### config.mk
export PLATFORM = sky130hd
export DESIGN_NAME = uart_tx_scheduler
export DESIGN_NICKNAME = d
export VERILOG_FILES = /design/src/rtl/uart_sched_pkg.sv /design/src/rtl/bin2bcd_seq.sv /design/src/rtl/uart_tx_scheduler.sv
export SDC_FILE = /design/constraint.sdc
export NUM_CORES = 1
export LEC_CHECK = 0
export ABC_AREA = 0
export BUFFER_PORTS_ARGS = -buffer_cell sky130_fd_sc_hd__buf_2
export CORE_ASPECT_RATIO = 0.9
export CORE_MARGIN = 3
export CORE_UTILIZATION = 53
export DETAILED_ROUTE_END_ITERATION = 7
export PLACE_DENSITY = 0.79
export SYNTH_ARGS = -nofsm -noshare
export SYNTH_HDL_FRONTEND = slang
export SYNTH_HIERARCHICAL = 1
export SYNTH_SLANG_ARGS = --single-unit
### constraint.sdc
create_clock -name clk -period 1.7 [get_ports clk]
set_input_delay 0.255 -clock clk [delete_from_list [all_inputs] [get_ports clk]]
set_output_delay 0.255 -clock clk [all_outputs]
set_load 0.05 [all_outputs]
### src/rtl/uart_sched_pkg.sv
`default_nettype none
// ============================================================================
//  Module      : uart_sched_pkg
//  Description : Shared types and constants for the UART TX scheduler:
//                FSM state encoding, ASCII codes and report message layout.
//  Revision    : 1.0 - initial release
// ============================================================================
package uart_sched_pkg;

    typedef enum logic [1:0] {
        ST_IDLE = 2'd0,
        ST_CONV = 2'd1,
        ST_SEND = 2'd2,
        ST_WAIT = 2'd3
    } sched_state_t;

    localparam logic [7:0] ASCII_R  = 8'h52;
    localparam logic [7:0] ASCII_S  = 8'h53;
    localparam logic [7:0] ASCII_0  = 8'h30;
    localparam logic [7:0] ASCII_CR = 8'h0D;
    localparam logic [7:0] ASCII_LF = 8'h0A;

    // Status letter, four digits, CR, LF
    localparam int          REPORT_LEN = 7;
    // Largest value representable with four decimal digits
    localparam int unsigned MAX_VALUE  = 9999;

    function automatic logic [7:0] digit_to_ascii(input logic [3:0] digit);
        return ASCII_0 + {4'h0, digit};
    endfunction

endpackage
`default_nettype wire

### src/rtl/bin2bcd_seq.sv
`default_nettype none
// ============================================================================
//  Module      : bin2bcd_seq
//  Description : Sequential shift-add-3 binary to BCD converter. A start
//                pulse loads the operand; exactly DIGIT_W cycles later the
//                BCD result is final and stays held until the next start.
//  Revision    : 1.0 - initial release
// ============================================================================
module bin2bcd_seq #(
    parameter int DIGIT_W    = 14,
    parameter int BCD_DIGITS = 4
) (
    input  logic                      clk,
    input  logic                      rst_n,
    input  logic                      i_start,
    input  logic [DIGIT_W-1:0]        i_bin,
    output logic                      o_done,
    output logic [4*BCD_DIGITS-1:0]   o_bcd
);

    localparam int CNT_W = $clog2(DIGIT_W + 1);

    logic [DIGIT_W-1:0]      r_bin;
    logic [4*BCD_DIGITS-1:0] r_bcd;
    logic [4*BCD_DIGITS-1:0] w_adj;
    logic [CNT_W-1:0]        r_cnt;

    // Add 3 to every BCD digit of 5 or more ahead of the next shift
    always_comb begin
        w_adj = r_bcd;
        for (int d = 0; d < BCD_DIGITS; d++) begin
            if (r_bcd[4*d +: 4] >= 4'd5) begin
                w_adj[4*d +: 4] = r_bcd[4*d +: 4] + 4'd3;
            end
        end
    end

    // Load on start, then shift one binary bit into the BCD field per cycle
    always_ff @(posedge clk or negedge rst_n) begin
        if (!rst_n) begin
            r_bin <= '0;
            r_bcd <= '0;
            r_cnt <= '0;
        end else if (i_start) begin
            r_bin <= i_bin;
            r_bcd <= '0;
            r_cnt <= CNT_W'(DIGIT_W);
        end else if (r_cnt != '0) begin
            r_bcd <= {w_adj[4*BCD_DIGITS-2:0], r_bin[DIGIT_W-1]};
            r_bin <= {r_bin[DIGIT_W-2:0], 1'b0};
            r_cnt <= r_cnt - 1'b1;
        end
    end

    // Done flags the final shift cycle so the caller can leave on that edge
    assign o_done = (r_cnt == CNT_W'(1));
    assign o_bcd  = r_bcd;

endmodule
`default_nettype wire

### src/rtl/uart_tx_scheduler.sv
`default_nettype none
// ============================================================================
//  Module      : uart_tx_scheduler
//  Description : Shares one UART transmitter between an echo path (single
//                byte) and a status report ("R"/"S", 4 digits, CR, LF).
//                Round-robin arbitration in IDLE; reports are atomic.
//  Revision    : 1.0 - initial release
// ============================================================================
module uart_tx_scheduler
    import uart_sched_pkg::*;
#(
    parameter int DIGIT_W    = 14,
    parameter int BCD_DIGITS = 4
) (
    input  logic               clk,
    input  logic               rst_n,
    input  logic               i_echo_valid,
    input  logic [7:0]         i_echo_data,
    output logic               o_echo_ready,
    input  logic               i_rpt_req,
    input  logic [DIGIT_W-1:0] i_digit,
    input  logic               i_run_on,
    output logic               o_tx_start,
    output logic [7:0]         o_tx_data,
    input  logic               i_tx_done,
    output logic               o_busy
);

    sched_state_t            r_state;
    sched_state_t            w_next;
    logic                    r_pending;
    logic                    r_rr_echo_first;
    logic                    r_is_report;
    logic                    r_run;
    logic [7:0]              r_echo_byte;
    logic [2:0]              r_idx;
    logic                    w_grant_echo;
    logic                    w_grant_rpt;
    logic                    w_last_byte;
    logic                    w_bcd_done;
    logic [4*BCD_DIGITS-1:0] w_bcd;
    logic [DIGIT_W-1:0]      w_sat;
    logic [3:0]              w_digit;
    logic [7:0]              w_msg_byte;

    // Clamp the counter snapshot to what four decimal digits can show
    always_comb begin
        if ({{(32-DIGIT_W){1'b0}}, i_digit} > MAX_VALUE) begin
            w_sat = DIGIT_W'(MAX_VALUE);
        end else begin
            w_sat = i_digit;
        end
    end

    // The converter captures the snapshot in the report grant cycle
    bin2bcd_seq #(
        .DIGIT_W    (DIGIT_W),
        .BCD_DIGITS (BCD_DIGITS)
    ) u_bin2bcd (
        .clk     (clk),
        .rst_n   (rst_n),
        .i_start (w_grant_rpt),
        .i_bin   (w_sat),
        .o_done  (w_bcd_done),
        .o_bcd   (w_bcd)
    );

    // Round-robin arbitration; a lone requester always wins
    always_comb begin
        w_grant_echo = (r_state == ST_IDLE) && i_echo_valid &&
                       (!r_pending || r_rr_echo_first);
        w_grant_rpt  = (r_state == ST_IDLE) && r_pending &&
                       (!i_echo_valid || !r_rr_echo_first);
        w_last_byte  = (r_idx == 3'(REPORT_LEN - 1));
    end

    // State register
    always_ff @(posedge clk or negedge rst_n) begin
        if (!rst_n) begin
            r_state <= ST_IDLE;
        end else begin
            r_state <= w_next;
        end
    end

    // Next-state logic
    always_comb begin
        w_next = r_state;
        case (r_state)
            ST_IDLE: begin
                if (w_grant_rpt) begin
                    w_next = ST_CONV;
                end else if (w_grant_echo) begin
                    w_next = ST_SEND;
                end
            end
            ST_CONV: begin
                if (w_bcd_done) begin
                    w_next = ST_SEND;
                end
            end
            ST_SEND: w_next = ST_WAIT;
            ST_WAIT: begin
                if (i_tx_done) begin
                    w_next = (r_is_report && !w_last_byte) ? ST_SEND : ST_IDLE;
                end
            end
            default: w_next = ST_IDLE;
        endcase
    end

    // Pending flag, arbitration pointer, latched echo byte and report index
    always_ff @(posedge clk or negedge rst_n) begin
        if (!rst_n) begin
            r_pending       <= 1'b0;
            r_rr_echo_first <= 1'b1;
            r_is_report     <= 1'b0;
            r_run           <= 1'b0;
            r_echo_byte     <= 8'h00;
            r_idx           <= 3'd0;
        end else begin
            // A request in the grant cycle re-arms pending for one more report
            r_pending <= i_rpt_req | (r_pending & ~w_grant_rpt);
            if (w_grant_echo) begin
                r_echo_byte     <= i_echo_data;
                r_is_report     <= 1'b0;
                r_rr_echo_first <= 1'b0;
            end
            if (w_grant_rpt) begin
                r_is_report     <= 1'b1;
                r_run           <= i_run_on;
                r_idx           <= 3'd0;
                r_rr_echo_first <= 1'b1;
            end
            if (r_state == ST_WAIT && i_tx_done && r_is_report && !w_last_byte) begin
                r_idx <= r_idx + 3'd1;
            end
        end
    end

    // Report byte for the current index; digits go out most significant first
    always_comb begin
        w_digit = 4'h0;
        for (int d = 0; d < BCD_DIGITS; d++) begin
            if (r_idx == 3'(BCD_DIGITS - d)) begin
                w_digit = w_bcd[4*d +: 4];
            end
        end
        if (r_idx == 3'd0) begin
            w_msg_byte = r_run ? ASCII_R : ASCII_S;
        end else if (r_idx <= 3'(BCD_DIGITS)) begin
            w_msg_byte = digit_to_ascii(w_digit);
        end else if (r_idx == 3'(BCD_DIGITS + 1)) begin
            w_msg_byte = ASCII_CR;
        end else begin
            w_msg_byte = ASCII_LF;
        end
    end

    // FSM outputs; data is held by registers from SEND until done
    always_comb begin
        o_tx_start   = (r_state == ST_SEND);
        o_busy       = (r_state != ST_IDLE);
        o_echo_ready = w_grant_echo;
        o_tx_data    = r_is_report ? w_msg_byte : r_echo_byte;
    end

endmodule
`default_nettype wire
Yosys cells after proc, flatten, opt, wreduce, memory -nomap -nowiden
Cells that the tools add are included.
- flip-flop bits (word level): 51
- bits in latches: 0
- RAM bits: 0
- bits in read-only memories: 0
- output and inout bits: 11
- memories kept: 0
- add/subtract/negate cells: 7
- multipliers: 0
- div/mod/pow operators: 0
- order comparisons: 6
- equality and inequality tests: 13
- shifts and indexed selects: 0
- mux-type cells: 30
- bitwise gates (word level): 3
- reduce and logical (&&, ||, !) cells: 22
- operators with widths (kind ; count):
    $mux W14 ; 3
    $mux W4 ; 9
    $mux W16 ; 2
    $ge A4 B3 Y1 const B ; 4
    $gt A14 B14 Y1 const B ; 1
    $mux W7 ; 2
    $add A4 B2 Y4 const B ; 3
    $mux W3 ; 4
    $mux W2 ; 5
    $eq A3 B3 Y1 const B ; 3
    $logic_and A1 B1 Y1 ; 8
    $mux W8 ; 1
    $pmux W2 S4 ; 1
    $reduce_bool A2 Y1 ; 4
    $add A6 B4 Y7 const A ; 1
    $eq A3 B2 Y1 const B ; 2
    $eq A2 B2 Y1 const B ; 2
    $eq A4 B1 Y1 const B ; 1
    $logic_not A1 Y1 ; 4
    $reduce_bool A4 Y1 ; 1
    $sub A4 B1 Y4 const B ; 1
    $add A3 B1 Y3 const B ; 1
    $add A3 B2 Y3 const B ; 1
    $eq A3 B1 Y1 const B ; 1
    other kinds (13) ; 16

Depth between registers and ports, before layout
Gate-level depths: netlist of the first run.
- depth in word-level cells: 9
- depth in mapped cells: 7
- mapped depth without buffers: 7

Cells and area by module
The synthesis of the first run kept the hierarchy.
- by module, submodules not included (module ; instances ; cells each ; area an instance (um^2)):
    bin2bcd_seq ; 1 ; 207 ; 2016.9
    uart_tx_scheduler ; 1 ; 134 ; 1270.0

Worst setup path after synthesis of the first run
No wires, ideal clock.
- kind: register -> output
- start point: register r_idx[0]
- end point: output port o_tx_data[0]
- arrival time: 2276 ps
- data required time: 1445 ps
- path slack: -831 ps
- stages on the path, launching flop included: 7
- path buffers: 0
- cells stage by stage: dfrtp_1 inv_1 ha_1 ha_1 nand2b_1 a21o_1 o21ai_0
- longest elaborated chain between the ends: 9
- elaborated cells between the ends (all ways): 16
- RTL lines (what ; line ; RTL):
    from (decl) ; uart_tx_scheduler.sv:36 ; logic [2:0] r_idx;
    from (signal assigned) ; uart_tx_scheduler.sv:136 ; r_idx <= r_idx + 3'd1;
    $eq A3 B3 Y1 ; uart_tx_scheduler.sv:145 ; if (r_idx == 3'(BCD_DIGITS - d)) begin
    $mux W4 (4 in series) ; uart_tx_scheduler.sv:145 ;
    $add A6 B4 Y7 ; uart_sched_pkg.sv:29 ; return ASCII_0 + {4'h0, digit};
    $mux W7 ; uart_tx_scheduler.sv:151 ; end else if (r_idx <= 3'(BCD_DIGITS)) begin
    $mux W7 * ; uart_tx_scheduler.sv:149 ; if (r_idx == 3'd0) begin
    $mux W8 * ; uart_tx_scheduler.sv:165 ; o_tx_data = r_is_report ? w_msg_byte : r_echo_byte;
    to (decl) ; uart_tx_scheduler.sv:24 ; output logic [7:0] o_tx_data,
Mark *: on every way between the ends. The rest lies on a longest branch, timed or not.

Worst setup path after layout of the first run
- start point: register r_idx[0]
- end point: output port o_tx_data[1]
The elaborated chain is that of the path after synthesis.

==> flow_summary_export.csv, run 1 <==
group,metric,value,unit
yosys,yosys.area.top_type,"dfrtp_1",
sta,max_freq,0.427,GHz
sta,hold_viol,0,
yosys,synthTopCellsByCount,"dfrtp_1 (50), nand2_1 (31), inv_1 (28)",
die,dieWidth,89.0,um
power_and_ir_drop,vdd_drop_max,0.00115,V
yosys,synth_xor_area_frac,0.00533,
die,num_rows,26,
cts,clock_latency,0.31,ns
drt,drt-pass1-iter-count,5,
yosys,synth_mux_area_frac,0.0917,
final_layout,final_cells,496,
flow_run,maxCapViolCount,0,
hold_path,hold_path_class,"in2reg",
die,fp.dieH,80.7,um
global_routing,grt_max_degree,39,
yosys,synth_top_area_share,0.381,
yosys,syn_area,3290,um^2
global_routing,antenna_found_initial,0,
setup_path,required,1.44,ns
drt,finalWirelength,10000,um
drt,highest_layer,"met4",
final_layout,fill_cells,324,
setup_path,path_class,"reg2out",
sta,period_share,1.38,
setup_path,crit_path_end_kind,"output port",
place,gp_congestion,0.911,
global_routing,grt_pass1_wl,13900,um
cts,clk_path_buf_depth,2,
drt,met1_length,3950,um
yosys,synth-async-reset-ratio,1.00,
cts,clock-sinks,51,
drt,route.met3.wl,743,um
power_and_ir_drop,power.density,2100,nW/um^2
drt,dr_wl_met2,4970,um
sta,setup_slack,-0.640,ns
die,core-area,5820,um^2
yosys,ys_seq_elements,51,
sta,slew_headroom,0.673,
cts,root_buffer,"clkbuf_8",
drt,ant_nets,0,
final_layout,num-nets-final,473,
die,initial_core_util,0.564,
cts,cts_tree,"built",
cts,cts_made_buffers,5,
yosys,syn_nets,389,
sta,setup_tns,-3.54,ns
yosys,synth.area.top_cells,"dfrtp_1 (38%), ha_1 (7.6%), mux2i_1 (4.3%)",
yosys,synth_compound_area_frac,0.195,
yosys,synthAdderAreaFrac,0.0761,
final_layout,multi_input_area,2100,um^2
place,pre_cts_ws,-0.281,ns
yosys,synth.most_common_cell,"dfrtp_1",
drt,wl_per_cell,20.2,um
final_layout,regArea,1280,um^2
setup_path,cp-start-kind,"register",
yosys,yosys.area_share.simple,0.174,
yosys,synth_cell_types,53,
yosys,synth.avg_cell_area,9.64,um^2
yosys,ys.flop_type,"dfrtp_1",
cts,clkTransAtPathRegs,0.10,ns
final_layout,fin_util,0.786,
die,num_io_pins,39,
global_routing,grt_overflow,0,
drt,drc,0,
yosys,syn_inst,341,
yosys,yosysSeqAreaShare,0.389,
place,hpwl,5120,um
yosys,ys_warn_count,6,
place,dpl.cell_count,466,
drt,via_per_inst,6.19,
final_layout,diodes,0,
status,status,"complete, but fails checks",
status,violations,"negative setup slack",
die,die_area,7180,um^2
global_routing,grt_util_all_layers,0.252,
yosys,synth_top_family_by_area,"compound AO/OA/AOI/OAI gates",
final_layout,area_delta_synth_final,39.3,%
setup_path,crit_fanout,4,
sta,post-route-min-period,2.34,ns
final_layout,drive_above_1_share,0.420,
drt,dr_total_vias,3070,
yosys,synth_edf_count,0,
sta,finClkSkew,0.00994,ns
setup_path,arrival,2.09,ns
cts,htree_num_levels,2,
global_routing,grt_pass1_vias,2786,
sta,worst_pin_slew,0.491,ns
drt,drtIter0Drc,342,
power_and_ir_drop,leakage,0.00214,uW
place,portBuffers,38,
sta,slew_viol_final,0,
sta,rsz0062_at_grt,"yes",
sta,setup_viol,12,
==> flip-flops by register name, indices dropped and copies added (netlist names) <==
| name | count |
|---|---|
| r_pending | 1 |
| r_idx | 3 |
| r_rr_echo_first | 1 |
| r_is_report | 1 |
| r_echo_byte | 8 |
| u_bin2bcd/r_cnt | 4 |
| r_run | 1 |
| r_state | 2 |
| u_bin2bcd/r_bin | 14 |
| u_bin2bcd/o_bcd | 16 |
==> placed cells by master, fill, tap and decap left out, types with 9 or more instances in the layout <==
cell and instances:
nor2_1 11, nand2b_1 11, buf_2 30, inv_1 22, nand2_1 28, buf_4 35
nor2b_1 15, buf_6 13, mux2_4 9, mux2i_1 12, ha_1 11, a21oi_1 9
dfrtp_1 47, o21ai_0 13, o21ai_1 14
==> area by class of cell <==
class	instances	area share
tap	70	0.0191
timing repair buffer	94	0.189
multi-input combinational	245	0.458
clock inverter	2	0.0131
clock buffer	6	0.0159
inverter	28	0.0243
sequential	51	0.280
==> worst paths after layout <==
check | startpoint | endpoint | slack [ns] | cells past startpoint
hold / removal | i_rpt_req | r_pending$_DFF_PN0_ | 0.13 | 2
setup / recovery | r_idx[0]$_DFFE_PN0P_ | o_tx_data[1] | -0.64 | 8
hold reg to reg | r_echo_byte[7]$_DFFE_PN0P_ | r_echo_byte[7]$_DFFE_PN0P_ | 0.52 | 1
max in group asynchronous | rst_n | r_rr_echo_first$_DFFE_PN1P_ | 0.65 | 3
min in group asynchronous | rst_n | u_bin2bcd/o_bcd[6]$_DFFE_PN0P_ | 0.44 | 2
setup reg to reg | u_bin2bcd/r_cnt[0]$_DFFE_PN0P_ | u_bin2bcd/o_bcd[1]$_DFFE_PN0P_ | -0.07 | 8
==> kinds of logic (layout without fill, tap and decap cells) <==
group	Yosys count	after routing
compound gates	90	90
xor+xnor	2	2
fa+ha+maj	20	20
buf+inv	45	130
flops	51	51
mux	26	26
simple gates	107	107
==> metrics by stage <==
stage | cell area, um^2 | hold WS, ns | total power, uW
global placement | 3860 | 0.241 | 6750
detailed placement | 3860 | 0.241 | 6960
finish | 4580 | 0.131 | 9620
global route | 4580 | 0.152 | 10200
CTS | 4330 | 0.130 | 8780
floorplan | 3420 | -0.0406 | 5650
==> power by group <==
part	total, uW	switching, uW	internal, uW	leakage, uW
clock network	1010	426	589	0.0000654
logic	6260	3210	3060	0.00145
registers	2340	553	1780	0.000628
total	9620	4190	5430	0.00214
==> metal layers <==
layer  GRT usage  vias to the layer above
li1            -                     1366
met2       0.415                      165
met1       0.338                     1492
met5           0                        -
met4      0.0804                        0
met3      0.0431                       47
==> worst max-delay path, stage by stage, from the launching register on <==
cell,delay (ns)
dfrtp_1,0.43
inv_2,0.13
ha_4,0.18
ha_4,0.16
a21oi_1,0.11
o32ai_2,0.40
a21oi_4,0.11
nor2_4,0.10
buf_8,0.15
==> repair_timing <==
action | CTS | global route
pin swaps | 10 | 17
resized for setup | 56 | 37
endpoints found under the setup margin | 17 | 22
gates cloned | 3 | 3
endpoints found under the hold margin | 19 | 0
setup buffers | 6 | 13
hold buffers | 1 | 0
Note: power is estimated with default switching activity, not from simulation.
==> run 2, diff against run 1 <==
--- a/config.mk
+++ b/config.mk
@@ -5,13 +5,14 @@
 export SDC_FILE = /design/constraint.sdc
 export NUM_CORES = 1
 export LEC_CHECK = 0
-export ABC_AREA = 0
+export ABC_AREA = 1
 export BUFFER_PORTS_ARGS = -buffer_cell sky130_fd_sc_hd__buf_2
 export CORE_ASPECT_RATIO = 0.9
 export CORE_MARGIN = 3
 export CORE_UTILIZATION = 53
+export CTS_CLUSTER_DIAMETER = 100
 export DETAILED_ROUTE_END_ITERATION = 7
-export PLACE_DENSITY = 0.79
+export PLACE_DENSITY = 0.8
 export SYNTH_ARGS = -nofsm -noshare
 export SYNTH_HDL_FRONTEND = slang
 export SYNTH_HIERARCHICAL = 1
==> run 2 against run 1 <==
The flow still finishes with violations (negative setup slack). Via count increased by 3.7%. First-iteration DRC count increased by 2.6%. Global-route usage decreased by 1.9 points. Sequential share of layout area increased by 3.5 points.
==> flow_summary_export.csv, run 2 <==
group,metric,value,unit
final_layout,fin_area,4060,um^2
yosys,syn_inst,448,
drt,dr_total_vias,3183,
global_routing,antenna_found_initial,0,
sta,setup_viol,7,
final_layout,area_delta_synth_final,26.9,%
sta,max_freq,0.452,GHz
place,portBuffers,38,
yosys,synth_edf_count,0,
final_layout,layout_common_cells,"nand2_1 (181), dfrtp_1 (49), nand3_1 (47), inv_1 (46), buf_2 (30)",
die,initial_core_util,0.556,
yosys,synth-async-reset-ratio,1.00,
final_layout,diodes,0,
final_layout,largest_register_ffs,16,
cts,clock-sinks,51,
sta,fin_hold_ws,0.139,ns
power_and_ir_drop,leakage,0.00217,uW
die,die_area,7010,um^2
die,core-area,5760,um^2
drt,via_per_inst,5.42,
drt,drc,0,
cts,htree_num_levels,2,
setup_path,path_buf_inv,3,
cts,clk_path_buf_depth,2,
global_routing,grt_overflow,0,
yosys,synthTopCellsByCount,"nand2_1 (192), inv_1 (52), dfrtp_1 (50)",
sta,period_share,1.30,
die,fp.dieH,79.7,um
sta,worst_pin_slew,0.520,ns
yosys,ys.flop_type,"dfrtp_1",
drt,route.met3.wl,520,um
power_and_ir_drop,swShare,0.477,
yosys,synth.most_common_cell,"nand2_1",
setup_path,worstPathCellList,"inv_2, buf_4, nand2_4, or2_1, nand3_1, nand2_1, nand2_2, nand2_4, buf_8",
setup_path,crit_path_end_kind,"output port",
place,place_area,3630,um^2
setup_path,cp-start-kind,"register",
setup_path,required,1.44,ns
setup_path,cpPeakStageDelay,0.44,ns
power_and_ir_drop,seqPwrFrac,0.281,
sta,slew_viol_final,0,
power_and_ir_drop,p_sw,3860,uW
final_layout,drive_above_1_share,0.234,
yosys,yosys.area.top_type,"dfrtp_1",
die,num_rows,26,
drt,finalWirelength,8570,um
final_layout,fill_cells,426,
final_layout,layout_commonest_cell,"nand2_1",
yosys,yosysSeqAreaShare,0.399,
setup_path,crit_family,"simple AND/OR/NAND/NOR gates",
sta,setup_slack,-0.514,ns
sta,hold_viol,0,
power_and_ir_drop,vdd_drop_max,0.00109,V
drt,drtIter0Drc,351,
sta,slew_headroom,0.654,
drt,drt-pass1-iter-count,7,
cts,root_buffer,"clkbuf_8",
global_routing,grt_max_degree,27,
power_and_ir_drop,power.density,1990,nW/um^2
yosys,ys_seq_elements,51,
place,hpwl,5370,um
cts,clock_latency,0.30,ns
setup_path,crit_fanout,8,
cts,cts_made_buffers,5,
status,status,"complete, but fails checks",
global_routing,grt_pass1_vias,3015,
global_routing,grt_pass1_wl,13000,um
final_layout,num-nets-final,564,
power_and_ir_drop,total_power,8090,uW
die,dieWidth,87.9,um
power_and_ir_drop,power_frac_comb,0.596,
place,gp_congestion,0.840,
sta,finClkSkew,0.00820,ns
flow_run,maxCapViolCount,0,
sta,post-route-min-period,2.21,ns
power_and_ir_drop,p_int,4230,uW
yosys,synth.area.top_cells,"dfrtp_1 (39%), nand2_1 (23%), ha_1 (7.8%)",
setup_path,arrival,1.96,ns
setup_path,crit_path_top_delay_cell,"dfrtp_2",
cts,cts_tree,"built",
power_and_ir_drop,clkPwrFrac,0.123,
yosys,synth_top_area_share,0.391,
final_layout,fin_util,0.706,
sta,rsz0062_at_grt,"yes",
global_routing,grt_util_all_layers,0.233,
cts,clkTransAtPathRegs,0.09,ns
drt,met1_length,3480,um
yosys,ys_warn_count,6,
status,violations,"negative setup slack",
yosys,syn_area,3200,um^2
yosys,synth_cell_types,29,
yosys,synth.avg_cell_area,7.15,um^2
yosys,syn_nets,496,
die,num_io_pins,39,
setup_path,cp_common_cell,"nand2_4",
hold_path,hold_path_class,"in2reg",
drt,wl_per_cell,14.6,um
drt,dr_wl_met2,4120,um
drt,ant_nets,0,
drt,highest_layer,"met4",
setup_path,path_class,"reg2out",
[run 2: cell count changes in the layout (fill, tap and decap cells not counted), moves of 11 or more]
cell,delta
mux2i_1,-12
nand3_1,+42
o21ai_1,-14
nor2b_1,-15
nand2_1,+153
inv_1,+24
nand2b_1,-11
[run 2: cell type report]
type                    count  area, um^2  share of cell area
clock buffers               6        72.6              0.0179
clock inverters             2        60.1              0.0148
inverters                  57         221              0.0545
multi-input cells         331        1820               0.448
flip-flops and latches     51        1280               0.315
well taps                  70        87.6              0.0216
repair buffers             70         522               0.128
[run 2: worst reg2reg max path: cells and delay by family (launching register included)]
| family | cells | cell delay, ns |
|---|---|---|
| AND/OR/NAND/NOR | 6 | 0.66 |
| buffers and inverters | 2 | 0.28 |
| flip-flops | 1 | 0.44 |
[run 2: worst paths after layout]
check / startpoint / end / slack, ns / cells past startpoint
hold / removal: i_rpt_req / r_pending$_DFF_PN0_ / 0.14 / 2
setup / recovery: r_idx[2]$_DFFE_PN0P_ / o_tx_data[0] / -0.51 / 9
min in group asynchronous: rst_n / u_bin2bcd/o_bcd[7]$_DFFE_PN0P_ / 0.46 / 2
max in group asynchronous: rst_n / u_bin2bcd/o_bcd[6]$_DFFE_PN0P_ / 0.72 / 3
hold reg to reg: u_bin2bcd/r_bin[1]$_DFFE_PN0P_ / u_bin2bcd/r_bin[1]$_DFFE_PN0P_ / 0.48 / 2
setup reg to reg: r_state[1]$_DFFE_PN0P_ / u_bin2bcd/o_bcd[4]$_DFFE_PN0P_ / 0.22 / 8
[run 2: per-layer routing]
| metal | vias up | track usage |
|---|---|---|
| met5 | - | 0 |
| met4 | 0 | 0.0874 |
| met3 | 49 | 0.0392 |
| met2 | 135 | 0.390 |
| met1 | 1466 | 0.300 |
| li1 | 1533 | - |
[run 2: metrics by stage]
| stage | setup TNS, ns | std cells | worst slack [ns] |
|---|---|---|---|
| final | -2.34 | 587 | -0.514 |
| after global routing | -2.85 | 587 | -0.589 |
| after CTS | -2.04 | 584 | -0.388 |
| after detailed placement | -0.698 | 569 | -0.202 |
| after global placement | -0.502 | 569 | -0.155 |
| after floorplan | 0 | 448 | 0.00796 |
[run 2: kinds of logic after synthesis]
group	Yosys count	share of synthesized area
adders and majority gates	20	0.0782
AOI/OAI and AO/OA	38	0.0680
buffers and inverters	66	0.0903
and+or+nand+nor	273	0.365
DFF	51	0.399
[run 2: timing repair]
| item | 4_1_cts | 5_1_grt |
|---|---|---|
| pin swaps | 6 | 8 |
| hold buffers | 1 | 0 |
| setup endpoints to repair | 7 | 8 |
| buffers inserted | 7 | 3 |
| gates resized for setup | 35 | 20 |
| hold endpoints to repair | 18 | 0 |
[run 2: power by group through the flow]
stage	registers (uW)	logic [uW]	clock network [uW]
6_report	2280	4820	993
5_1_grt	2340	5300	1040
4_1_cts	2250	4370	1010
3_5_place_dp	2260	3950	0
3_3_place_gp	2240	3800	0
2_1_floorplan	2150	3050	0
